`config.mk`:
```
export PLATFORM = sky130hd
export DESIGN_NAME = ctr_prio_arb
export DESIGN_NICKNAME = d
export VERILOG_FILES = /design/src/rtl/ctr_pkg.sv /design/src/rtl/ctr_prio_enc.sv /design/src/rtl/ctr_prio_arb.sv
export SDC_FILE = /design/constraint.sdc
export NUM_CORES = 1
export LEC_CHECK = 0
export BUFFER_PORTS_ARGS = -buffer_cell sky130_fd_sc_hd__buf_2
export CELL_PAD_IN_SITES_DETAIL_PLACEMENT = 1
export CELL_PAD_IN_SITES_GLOBAL_PLACEMENT = 2
export CORE_MARGIN = 4
export CORE_UTILIZATION = 37
export CTS_CLUSTER_DIAMETER = 50
export DETAILED_ROUTE_END_ITERATION = 10
export MAX_ROUTING_LAYER = met4
export PLACE_DENSITY_LB_ADDON = 0.15
export RECOVER_POWER = 100
export SLEW_MARGIN = 20
export SYNTH_ARGS = -nofsm -noshare
export SYNTH_HDL_FRONTEND = slang
export SYNTH_SLANG_ARGS = --single-unit
```
`constraint.sdc`:
```
create_clock -name CLOCK -period 7.4 [get_ports CLOCK]
set_input_delay 0.74 -clock CLOCK [delete_from_list [all_inputs] [get_ports CLOCK]]
set_output_delay 0.74 -clock CLOCK [all_outputs]
set_load 0.02 [all_outputs]
```
`src/rtl/ctr_pkg.sv`:
```
// Shared definitions for the counter-increment priority controller.
//   - ctr_state_e : arbiter FSM states
//   - TYPE_*      : one-hot increment-type codes (bit order PINC..SHINC)
//   - CTR_BASE    : erasable address of counter cell 0
//   - DEF_*_MASK  : default cell-type masks for the 20-cell configuration
//   - ctr_type()  : maps a winning cell/direction to its increment type
package ctr_pkg;

    typedef enum logic [1:0] {
        StIdle,
        StGrant,
        StWait
    } ctr_state_e;

    localparam logic [5:0] TYPE_PINC  = 6'b000001;
    localparam logic [5:0] TYPE_MINC  = 6'b000010;
    localparam logic [5:0] TYPE_PCDU  = 6'b000100;
    localparam logic [5:0] TYPE_MCDU  = 6'b001000;
    localparam logic [5:0] TYPE_DINC  = 6'b010000;
    localparam logic [5:0] TYPE_SHINC = 6'b100000;

    localparam logic [5:0] CTR_BASE = 6'o24;

    localparam logic [19:0] DEF_CDU_MASK   = 20'h0001E;
    localparam logic [19:0] DEF_DINC_MASK  = 20'h00E00;
    localparam logic [19:0] DEF_SHIFT_MASK = 20'h30000;

    // Shift and DINC cells only ever have a plus flag pending, so direction
    // matters only for CDU and ordinary cells.
    function automatic logic [5:0] ctr_type(input logic plus, input logic cdu,
                                            input logic dinc, input logic shift);
        logic [5:0] t;
        if (shift) begin
            t = TYPE_SHINC;
        end else if (dinc) begin
            t = TYPE_DINC;
        end else if (cdu) begin
            t = plus ? TYPE_PCDU : TYPE_MCDU;
        end else begin
            t = plus ? TYPE_PINC : TYPE_MINC;
        end
        return t;
    endfunction

endpackage

```
`src/rtl/ctr_prio_enc.sv`:
```
// Lowest-index-first priority encoder.
//   req   : request vector, bit 0 has highest priority
//   idx   : index of the lowest set bit (0 when nothing is set)
//   found : any bit of req is set
module ctr_prio_enc #(
    parameter int unsigned NCELLS = 20,
    parameter int unsigned IDXW   = (NCELLS > 1) ? $clog2(NCELLS) : 1
) (
    input  logic [NCELLS-1:0] req,
    output logic [IDXW-1:0]   idx,
    output logic              found
);

    // Scan from the top down so the last hit is the lowest index.
    always_comb begin
        found = 1'b0;
        idx   = '0;
        for (int i = int'(NCELLS) - 1; i >= 0; i--) begin
            if (req[i]) begin
                found = 1'b1;
                idx   = IDXW'(i);
            end
        end
    end

endmodule

```
`src/rtl/ctr_prio_arb.sv`:
```
// Involuntary counter-increment priority controller.
// Latches plus/minus increment requests from NCELLS counter cells and, at
// each T12 strobe while idle, grants the lowest-index pending request as one
// increment order to the sequencer, then waits for CTRDN.
//   CLOCK, rst        : clock, async active-high reset
//   GOJAM             : sync restart, clears flags, OVFL and FSM
//   T12, INKL         : selection strobe and its inhibit
//   CTRDN             : sequencer completion acknowledge
//   PREQ, MREQ        : per-cell plus/minus request pulses
//   CTROR             : one-clock grant pulse
//   CADDR, PINC..SHINC: counter address and one-hot type, held through WAIT
//   BUSY, OVFL        : grant/wait in progress; sticky lost-request flag
module ctr_prio_arb import ctr_pkg::*; #(
    parameter int unsigned       NCELLS     = 20,
    parameter logic [NCELLS-1:0] CDU_MASK   = NCELLS'(DEF_CDU_MASK),
    parameter logic [NCELLS-1:0] DINC_MASK  = NCELLS'(DEF_DINC_MASK),
    parameter logic [NCELLS-1:0] SHIFT_MASK = NCELLS'(DEF_SHIFT_MASK)
) (
    input  logic              CLOCK,
    input  logic              rst,
    input  logic              GOJAM,
    input  logic              T12,
    input  logic              INKL,
    input  logic              CTRDN,
    input  logic [NCELLS-1:0] PREQ,
    input  logic [NCELLS-1:0] MREQ,
    output logic              CTROR,
    output logic [5:0]        CADDR,
    output logic              PINC,
    output logic              MINC,
    output logic              PCDU,
    output logic              MCDU,
    output logic              DINC,
    output logic              SHINC,
    output logic              BUSY,
    output logic              OVFL
);

    localparam int unsigned IdxW = (NCELLS > 1) ? $clog2(NCELLS) : 1;

    ctr_state_e        state_q, state_d;
    logic [NCELLS-1:0] ppend_q, ppend_d;
    logic [NCELLS-1:0] mpend_q, mpend_d;
    logic [5:0]        caddr_q, caddr_d;
    logic [5:0]        type_q, type_d;
    logic              ovfl_q, ovfl_d;

    logic [NCELLS-1:0] mreq_eff;
    logic [NCELLS-1:0] cancel;
    logic [NCELLS-1:0] cand;
    logic [NCELLS-1:0] win_sel;
    logic [NCELLS-1:0] win_oh;
    logic [NCELLS-1:0] pclr;
    logic [NCELLS-1:0] mclr;
    logic [IdxW-1:0]   win_idx;
    logic              found;
    logic              grant;
    logic              win_plus;

    // Minus requests to DINC and shift cells have no meaning; drop them.
    assign mreq_eff = MREQ & ~(DINC_MASK | SHIFT_MASK);

    // A cell with both directions pending nets to zero: it is cleared and
    // never offered to the encoder.
    assign cancel = ppend_q & mpend_q;
    assign cand   = ppend_q ^ mpend_q;

    ctr_prio_enc #(
        .NCELLS (NCELLS),
        .IDXW   (IdxW)
    ) u_enc (
        .req   (cand),
        .idx   (win_idx),
        .found (found)
    );

    assign grant    = (state_q == StIdle) && T12 && !INKL && found;
    assign win_sel  = NCELLS'(1) << win_idx;
    assign win_oh   = grant ? win_sel : '0;
    assign win_plus = |(win_sel & ppend_q);

    assign pclr = cancel | (win_oh & ppend_q);
    assign mclr = cancel | (win_oh & mpend_q);

    always_comb begin
        state_d = state_q;
        caddr_d = caddr_q;
        type_d  = type_q;
        // A request landing on a flag that is being cleared this edge wins.
        ppend_d = (ppend_q & ~pclr) | PREQ;
        mpend_d = (mpend_q & ~mclr) | mreq_eff;
        ovfl_d  = ovfl_q | (|(PREQ & ppend_q & ~pclr)) | (|(mreq_eff & mpend_q & ~mclr));

        unique case (state_q)
            StIdle: begin
                if (grant) begin
                    state_d = StGrant;
                    caddr_d = CTR_BASE + 6'(win_idx);
                    type_d  = ctr_type(win_plus, |(win_sel & CDU_MASK),
                                       |(win_sel & DINC_MASK), |(win_sel & SHIFT_MASK));
                end
            end
            StGrant: state_d = StWait;
            StWait: begin
                if (CTRDN) begin
                    state_d = StIdle;
                    caddr_d = '0;
                    type_d  = '0;
                end
            end
            default: state_d = StIdle;
        endcase

        if (GOJAM) begin
            state_d = StIdle;
            ppend_d = '0;
            mpend_d = '0;
            caddr_d = '0;
            type_d  = '0;
            ovfl_d  = 1'b0;
        end
    end

    always_ff @(posedge CLOCK or posedge rst) begin
        if (rst) begin
            state_q <= StIdle;
            ppend_q <= '0;
            mpend_q <= '0;
            caddr_q <= '0;
            type_q  <= '0;
            ovfl_q  <= 1'b0;
        end else begin
            state_q <= state_d;
            ppend_q <= ppend_d;
            mpend_q <= mpend_d;
            caddr_q <= caddr_d;
            type_q  <= type_d;
            ovfl_q  <= ovfl_d;
        end
    end

    // All outputs come straight from registers, so reset removes them cleanly.
    assign CTROR = (state_q == StGrant);
    assign BUSY  = (state_q != StIdle);
    assign CADDR = caddr_q;
    assign OVFL  = ovfl_q;
    assign PINC  = type_q[0];
    assign MINC  = type_q[1];
    assign PCDU  = type_q[2];
    assign MCDU  = type_q[3];
    assign DINC  = type_q[4];
    assign SHINC = type_q[5];

endmodule

```
=== Word-level counts from Yosys, hierarchy flattened ===
Cells that the tools add are included.

* Add/sub/neg operators: 1
* Equal/unequal tests: 4
* Shift-type cells: 1
* Muxes and demuxes: 60
* Bitwise operators: 19
* Reductions and logical operators: 15

{| class="wikitable"
|+ Operators by type and width
! kind !! count
|-
| AND 20 bit || 10
|-
| two-way mux 5 bit || 21
|-
| OR 20 bit || 4
|-
| two-way mux 20 bit || 3
|-
| OR reduction 20 bit || 3
|-
| NOT 20 bit || 2
|-
| two-way mux 6 bit || 6
|-
| case mux 6 bit (2 select lines) || 2
|-
| two-way mux 1 bit || 21
|-
| << shifter 1 x 5 -> 20 bit, first input constant || 1
|-
| XOR 20 bit || 1
|-
| two-way mux 2 bit || 4
|-
| two-way mux 4 bit || 2
|-
| adder 5 x 5 -> 6 bit, first input constant || 1
|-
| != test 3 bit, second input constant || 2
|-
| case mux 2 bit (3 select lines) || 1
|-
| OR reduction 4 bit || 1
|-
| logical AND 1 bit || 3
|-
| AND reduction 3 bit || 1
|-
| nonzero test 3 bit || 1
|-
| OR reduction 3 bit || 1
|-
| equality test 2 x 1 -> 1 bit, second input constant || 1
|-
| equality test 2 bit, second input constant || 1
|-
| logical NOT 2 bit || 1
|-
| 5 further kinds || 6
|}

* Bits in registers: 55
* Input port bits: 46
* Output and inout bits: 15
* Word-level logic and storage cells: 106

=== Depth between registers and ports, before layout ===
* Depth in word-level cells: 31
* Gate-level depth with buffers: 10
* Depth with buffers taken out: 10

=== Cells and area by module ===
A second synthesis with hierarchy kept.

* Cells, all modules: 375
* Area, all modules: 3404.5 um2

{| class="wikitable"
|+ By module, submodules not included
! module !! times used !! cells an instance !! area an instance (um2) !! seq. area each (um2)
|-
| ctr_prio_arb || 1 || 336 || 3173.0 || 1376.3
|-
| ctr_prio_enc || 1 || 39 || 231.5 || 0.0
|}

=== Least setup slack after synthesis ===
Ideal clock, no wire load.

* Path type: reg2reg
* Start: register ppend_q[2]
* End: register type_q[1]
* Setup time: 121 ps
* Data arrival time: 2463 ps
* Required time: 7279 ps
* Path slack: 4816 ps
* Stages on the path, launching flop included: 8
* Path buffers: 0
* Period minus slack after synthesis: 2584 ps
* Cell sequence: dfrtp_1 -> ha_1 -> or4_4 -> nor4_4 -> a22oi_1 -> a311o_1 -> o211a_1 -> a22o_1

* Word-level cells in the longest chain between the ends: 14
* Elaborated cells on any way between the ends: 23
* Classes of those cells: eq/ne (1); shift (1); mux (13); bitwise (2); reduce/logical (6)

{| class="wikitable"
|+ RTL lines
! element !! line !! text
|-
| start: declaration || ctr_prio_arb.sv:42 || <nowiki>logic [NCELLS-1:0] ppend_q, ppend_d;</nowiki>
|-
| start signal: assignment || ctr_prio_arb.sv:134 || <nowiki>ppend_q <= ppend_d;</nowiki>
|-
| XOR 20 bit || ctr_prio_arb.sv:66 || <nowiki>assign cand = ppend_q ^ mpend_q;</nowiki>
|-
| two-way mux 5 bit (3 in series) || ctr_prio_enc.sv:19 || <nowiki>if (req[i]) begin</nowiki>
|-
| << shifter 1 x 5 -> 20 bit || ctr_prio_arb.sv:78 || <nowiki>assign win_sel = NCELLS'(1) << win_idx;</nowiki>
|-
| AND 20 bit || ctr_prio_arb.sv:80 || <nowiki>assign win_plus = |(win_sel & ppend_q);</nowiki>
|-
| OR reduction 20 bit || ctr_prio_arb.sv:80 ||
|-
| two-way mux 2 bit || ctr_pkg.sv:40 || <nowiki>t = plus ? TYPE_PINC : TYPE_MINC;</nowiki>
|-
| two-way mux 4 bit || ctr_pkg.sv:37 || <nowiki>end else if (cdu) begin</nowiki>
|-
| two-way mux 5 bit || ctr_pkg.sv:35 || <nowiki>end else if (dinc) begin</nowiki>
|-
| two-way mux 6 bit || ctr_pkg.sv:33 || <nowiki>if (shift) begin</nowiki>
|-
| two-way mux 6 bit || ctr_prio_arb.sv:96 || <nowiki>if (grant) begin</nowiki>
|-
| case mux 6 bit (2 select lines) || ctr_prio_arb.sv:94 || <nowiki>unique case (state_q)</nowiki>
|-
| two-way mux 6 bit || ctr_prio_arb.sv:114 || <nowiki>if (GOJAM) begin</nowiki>
|-
| end signal: assignment || ctr_prio_arb.sv:137 || <nowiki>type_q <= type_d;</nowiki>
|-
| end: declaration || ctr_prio_arb.sv:45 || <nowiki>logic [5:0] type_q, type_d;</nowiki>
|}

Several ways; a longest one is shown, not always the timed one. The select of a mux whose other input is x is not followed.
A chain may end at the register's enable or synchronous reset.

=== Worst setup path after layout ===
* Start: register ppend_q[2]
* End: register ovfl_q, in the netlist OVFL

* Word-level cells in the longest chain between the ends: 14
* Elaborated cells on any way between the ends: 25
* Classes of those cells: shift (1); mux (8); bitwise (13); reduce/logical (3)

{| class="wikitable"
|+ RTL lines
! element !! line !! text
|-
| XOR 20 bit || ctr_prio_arb.sv:66 ||
|-
| two-way mux 5 bit / two-way mux 1 bit (equally long branches) (3 in series) || ctr_prio_enc.sv:19 ||
|-
| << shifter 1 x 5 -> 20 bit / logical AND 1 bit (equally long branches) || ctr_prio_arb.sv:78, ctr_prio_arb.sv:77 ||
|-
| two-way mux 20 bit || ctr_prio_arb.sv:79 || <nowiki>assign win_oh = grant ? win_sel : '0;</nowiki>
|-
| AND 20 bit || ctr_prio_arb.sv:82 || <nowiki>assign pclr = cancel | (win_oh & ppend_q);</nowiki>
|-
| OR 20 bit || ctr_prio_arb.sv:82 ||
|-
| NOT 20 bit || ctr_prio_arb.sv:92 || <nowiki>ovfl_d = ovfl_q | (|(PREQ & ppend_q & ~pclr)) | (|(mreq_eff & mpend_q & ~mclr));</nowiki>
|-
| AND 20 bit || ctr_prio_arb.sv:92 ||
|-
| OR reduction 20 bit || ctr_prio_arb.sv:92 ||
|-
| OR 1 bit || ctr_prio_arb.sv:92 ||
|-
| OR 1 bit * || ctr_prio_arb.sv:92 ||
|-
| two-way mux 1 bit * || ctr_prio_arb.sv:114 ||
|-
| named net ovfl_d || ctr_prio_arb.sv:46 || <nowiki>logic ovfl_q, ovfl_d;</nowiki>
|-
| end signal: assignment || ctr_prio_arb.sv:138 || <nowiki>ovfl_q <= ovfl_d;</nowiki>
|-
| end: declaration || ctr_prio_arb.sv:46 ||
|}

The timed path passes the listed nets; every way through them passes the cells marked *.

==> out/qor.txt <==
OUTCOME
------------------------------------------------------------------------------------------
Status                                                                        finished with violations
Violated checks                                                               capacitance limit, slew limit

WORST SETUP PATH
------------------------------------------------------------------------------------------
Critical path type                                                            flop to flop
Critical Path RT                                                                   7.48 ns
Count of buffering cells on the critical path with inverters included                    0
Maximum single-stage delay on the critical path                                    1.11 ns
Crit path max fanout                                                                     7
Critical path capture point type                                                      flop
Critical path arrival                                                              4.44 ns
Crit-path leading delay family                                                simple AND/OR/NAND/NOR gates
Cell Chain, Critical Path                                                     ha_1 -> nor4_1 -> nand3_1 -> nor3_1 -> a21oi_1 -> nor3_1 -> o2111ai_1 -> nor4_1 -> a41oi_1
Slowest stage cell, crit path                                                       nor4_1
Crit start category                                                                   flop

CLOCK NETWORK
------------------------------------------------------------------------------------------
CTS hold repair buffers                                                                  0
Clock tree sinks                                                                        55
Resized cells post-CTS                                                                   0
Buffers from clock root to sink, at most                                                 2
Clock edge transition at the registers on the reported setup and hold paths        0.10 ns
Clock insertion delay at the later pin of the skew report                          0.32 ns
TritonCTS clock tree                                                                 built
Deepest level of the CTS H-tree                                                          2
Root Buffer Master                                                                clkbuf_8
Clock buffer count from CTS                                                              5
Total setup buffers inserted after CTS                                                   0

FLOORPLANNING
------------------------------------------------------------------------------------------
Effective utilization at floorplan                                                   37.9%
Die X                                                                               105 um
Number of placement rows                                                                35
Die area                                                                        0.0111 mm2
Floorplan die height                                                                105 um
Core Box Area                                                                  0.00924 mm2
Number of top-level pins                                                                61

LOGIC SYNTHESIS
------------------------------------------------------------------------------------------
Post-Syn Nets                                                                          463
Syn Inst Count                                                                         396
Fraction of registers with async set or reset after synthesis                         100%
Cell types with the highest counts after synthesis                            67 x nor2_1, 55 x dfrtp_1, 52 x a21oi_1
Cell taking the most area after synthesis                                          dfrtp_1
Number of synthesized register bits                                                     55
Average instance area after synthesis                                             8.84 um2
Synthesis Warnings                                                                       0
Number of enable-type register cells in the synthesized netlist                          0
Count of cell types in the netlist                                                      65
Synth Cell Area                                                                0.00350 mm2
Top cells by area, synth                                                      dfrtp_1 39%, ha_1 7.5%, a21oi_1 7.4%
Fraction of post-synthesis cell area in the top cell type by area                    39.3%
Cell with the most instances after synthesis                                        nor2_1
Main flop type after synthesis                                                     dfrtp_1
Post-synthesis sequential area ratio                                                 39.3%

ROUTE
------------------------------------------------------------------------------------------
Via density per instance                                                              5.60
Total wire length after detailed routing                                          11100 um
Total met3 wirelength after detailed routing                                        369 um
Wirelength per Cell                                                                19.1 um
Initial detailed-routing violation count                                               142
Max layer used                                                                        met4
Residual DRC count                                                                       0
Post-route met1 wirelength                                                         5290 um
DR vias                                                                               3254
Initial DRT Pass Iterations                                                              4
Routed length on met2                                                              5320 um
Post-route antenna net violation count                                                   0

GRT
------------------------------------------------------------------------------------------
Initial antenna violation count                                                          0
GRT Resource Usage Total                                                             21.4%
First-pass GRT wire length                                                        18300 um
Overflow left after global routing                                                       0
Largest net degree at the start of global routing                                       56
Via count of the first global-routing pass                                            3426

POWER
------------------------------------------------------------------------------------------
Peak supply drop                                                               0.0000719 V
Total power after layout                                                        0.000736 W
Cell area power density                                                         187 mW/mm2
Leakage dissipation                                                                1.73 nW

STA
------------------------------------------------------------------------------------------
Hold Fails Final Rpt                                                                     0
Count of pins over their slew limit                                                    114
Clock period minus final worst setup slack                                         4.35 ns
Timing-limited maximum frequency                                                   230 MHz
Max-slew headroom at the worst pin                                                   -108%
Post-route clock skew                                                            0.0115 ns
Hold Slack                                                                        0.484 ns
Final worst slack                                                                  3.05 ns
Summed negative setup slack over all endpoints                                        0 ns
RSZ-0062 raised after global routing                                                 false
Transition time at the pin with the least slew margin                              3.12 ns
Setup Viol. Count Final                                                                  0
Final cycle utilization of the critical path                                         58.9%

WORST HOLD PATH
------------------------------------------------------------------------------------------
Type of the tightest min-delay check                                          flop to flop

CELLS AND AREA
------------------------------------------------------------------------------------------
Combined flip-flop and latch cell area                                         0.00138 mm2
Cell area after layout                                                         0.00394 mm2
Total area of multi-input combinational cells                                  0.00201 mm2
Proportion of layout cells with a drive suffix above 1                               13.9%
Post-layout net count                                                                  518
Total of fill cells in the finished design                                            1128
Area added between synthesis and finish                                              12.7%
# diodes                                                                                 0

PLACEMENT
------------------------------------------------------------------------------------------
DP Area                                                                        0.00391 mm2
Post-DP HPWL                                                                       8700 um
Pre-CTS setup slack                                                                3.78 ns
Number of input and output port buffers inserted                                        55
RD Place Congestion                                                                  0.855

FLOW RUN
------------------------------------------------------------------------------------------
Max-cap check violation count                                                            3

-- registers in the layout, summed over array words and instances (netlist names) --
name,cells
OVFL,1
ppend_q,20
type_q,6
CADDR,6
mpend_q,20
state_q,2
-- layout by cell type (no fill, tap or decap), drive strengths merged, types with 2 or more instances in the layout --
cell and instances:
o21bai 2, nor4b 3, a21oi 52, and3 5, or3 2, inv 15
o21ai 13, a22oi 13, o211ai 3, and3b 2, nand3b 3, nor2b 5
dfrtp 55, or2 3, o31a 2, a221oi 2, o31ai 4, nand2 30
nand2b 4, a22o 8, clkbuf 23, nor3 10, and4 2, nor4 8
buf 39, a31oi 12, mux2i 2, nor2 70, nand3 6, a21o 2
o21a 3, ha 21, or4 4, a211oi 3, o2111ai 2
-- where the power goes --
part	total, W	leakage (nW)	internal [W]	switching [W]
Clock	0.000171	0.0412	0.0000666	0.000105
Sequential	0.000337	0.711	0.000319	0.0000183
Combinational	0.000228	0.979	0.0000795	0.000148
-- per-layer routing --
metal / vias up / GRT usage, %
li1: 1585 / -
met1: 1600 / 28.9
met2: 60 / 35.2
met3: 9 / 2.63
met4: 0 / 3.84
met5: - / -
-- stage by stage --
| step | utilization [%] | std cells |
|---|---|---|
| 2_1_floorplan | - | 396 |
| 3_3_place_gp | 42.3 | 573 |
| 3_5_place_dp | 42.3 | 573 |
| 4_1_cts | 43.3 | 581 |
| 5_1_grt | 42.7 | 581 |
| 6_report | 42.7 | 581 |
-- tightest hold or removal path, cell delays in order, from the launching register on --
cell	delay, ns
dfrtp_1	0.35
nand2_1	0.05
o31ai_1	0.05
-- worst paths after layout --
check | start | to | slack [ns] | cells after the start
setup / recovery | ppend_q[2]$_DFF_PP0_ | OVFL$_DFF_PP0_ | 3.05 | 9
min in group asynchronous | rst | CADDR[4]$_DFFE_PP0P_ | 1.60 | 3
hold reg to reg | CADDR[2]$_DFFE_PP0P_ | CADDR[2]$_DFFE_PP0P_ | 0.48 | 2
setup reg to reg | ppend_q[2]$_DFF_PP0_ | OVFL$_DFF_PP0_ | 3.05 | 9
hold / removal | CADDR[2]$_DFFE_PP0P_ | CADDR[2]$_DFFE_PP0P_ | 0.48 | 2
max in group asynchronous | rst | mpend_q[5]$_DFF_PP0_ | 4.05 | 3
-- area by class of cell --
| type | instances | share of cell area, % |
|---|---|---|
| clock buffers | 6 | 1.84 |
| clock inverters | 2 | 0.317 |
| inverters | 15 | 1.43 |
| multi-input cells | 318 | 50.9 |
| flip-flops and latches | 55 | 34.9 |
| well taps | 129 | 4.09 |
| repair buffers | 56 | 6.57 |
-- logic make-up after synthesis --
logic type      count (synthesis)  share of synthesized area (%)
simple gates                  160                           24.6
compound gates                134                           25.2
flops                          55                           39.3
buf+inv                        23                           2.54
fa+ha+maj                      21                           7.51
mux                             2                          0.572
xor+xnor                        1                          0.250
No activity file was read; power rests on OpenSTA's default activity.
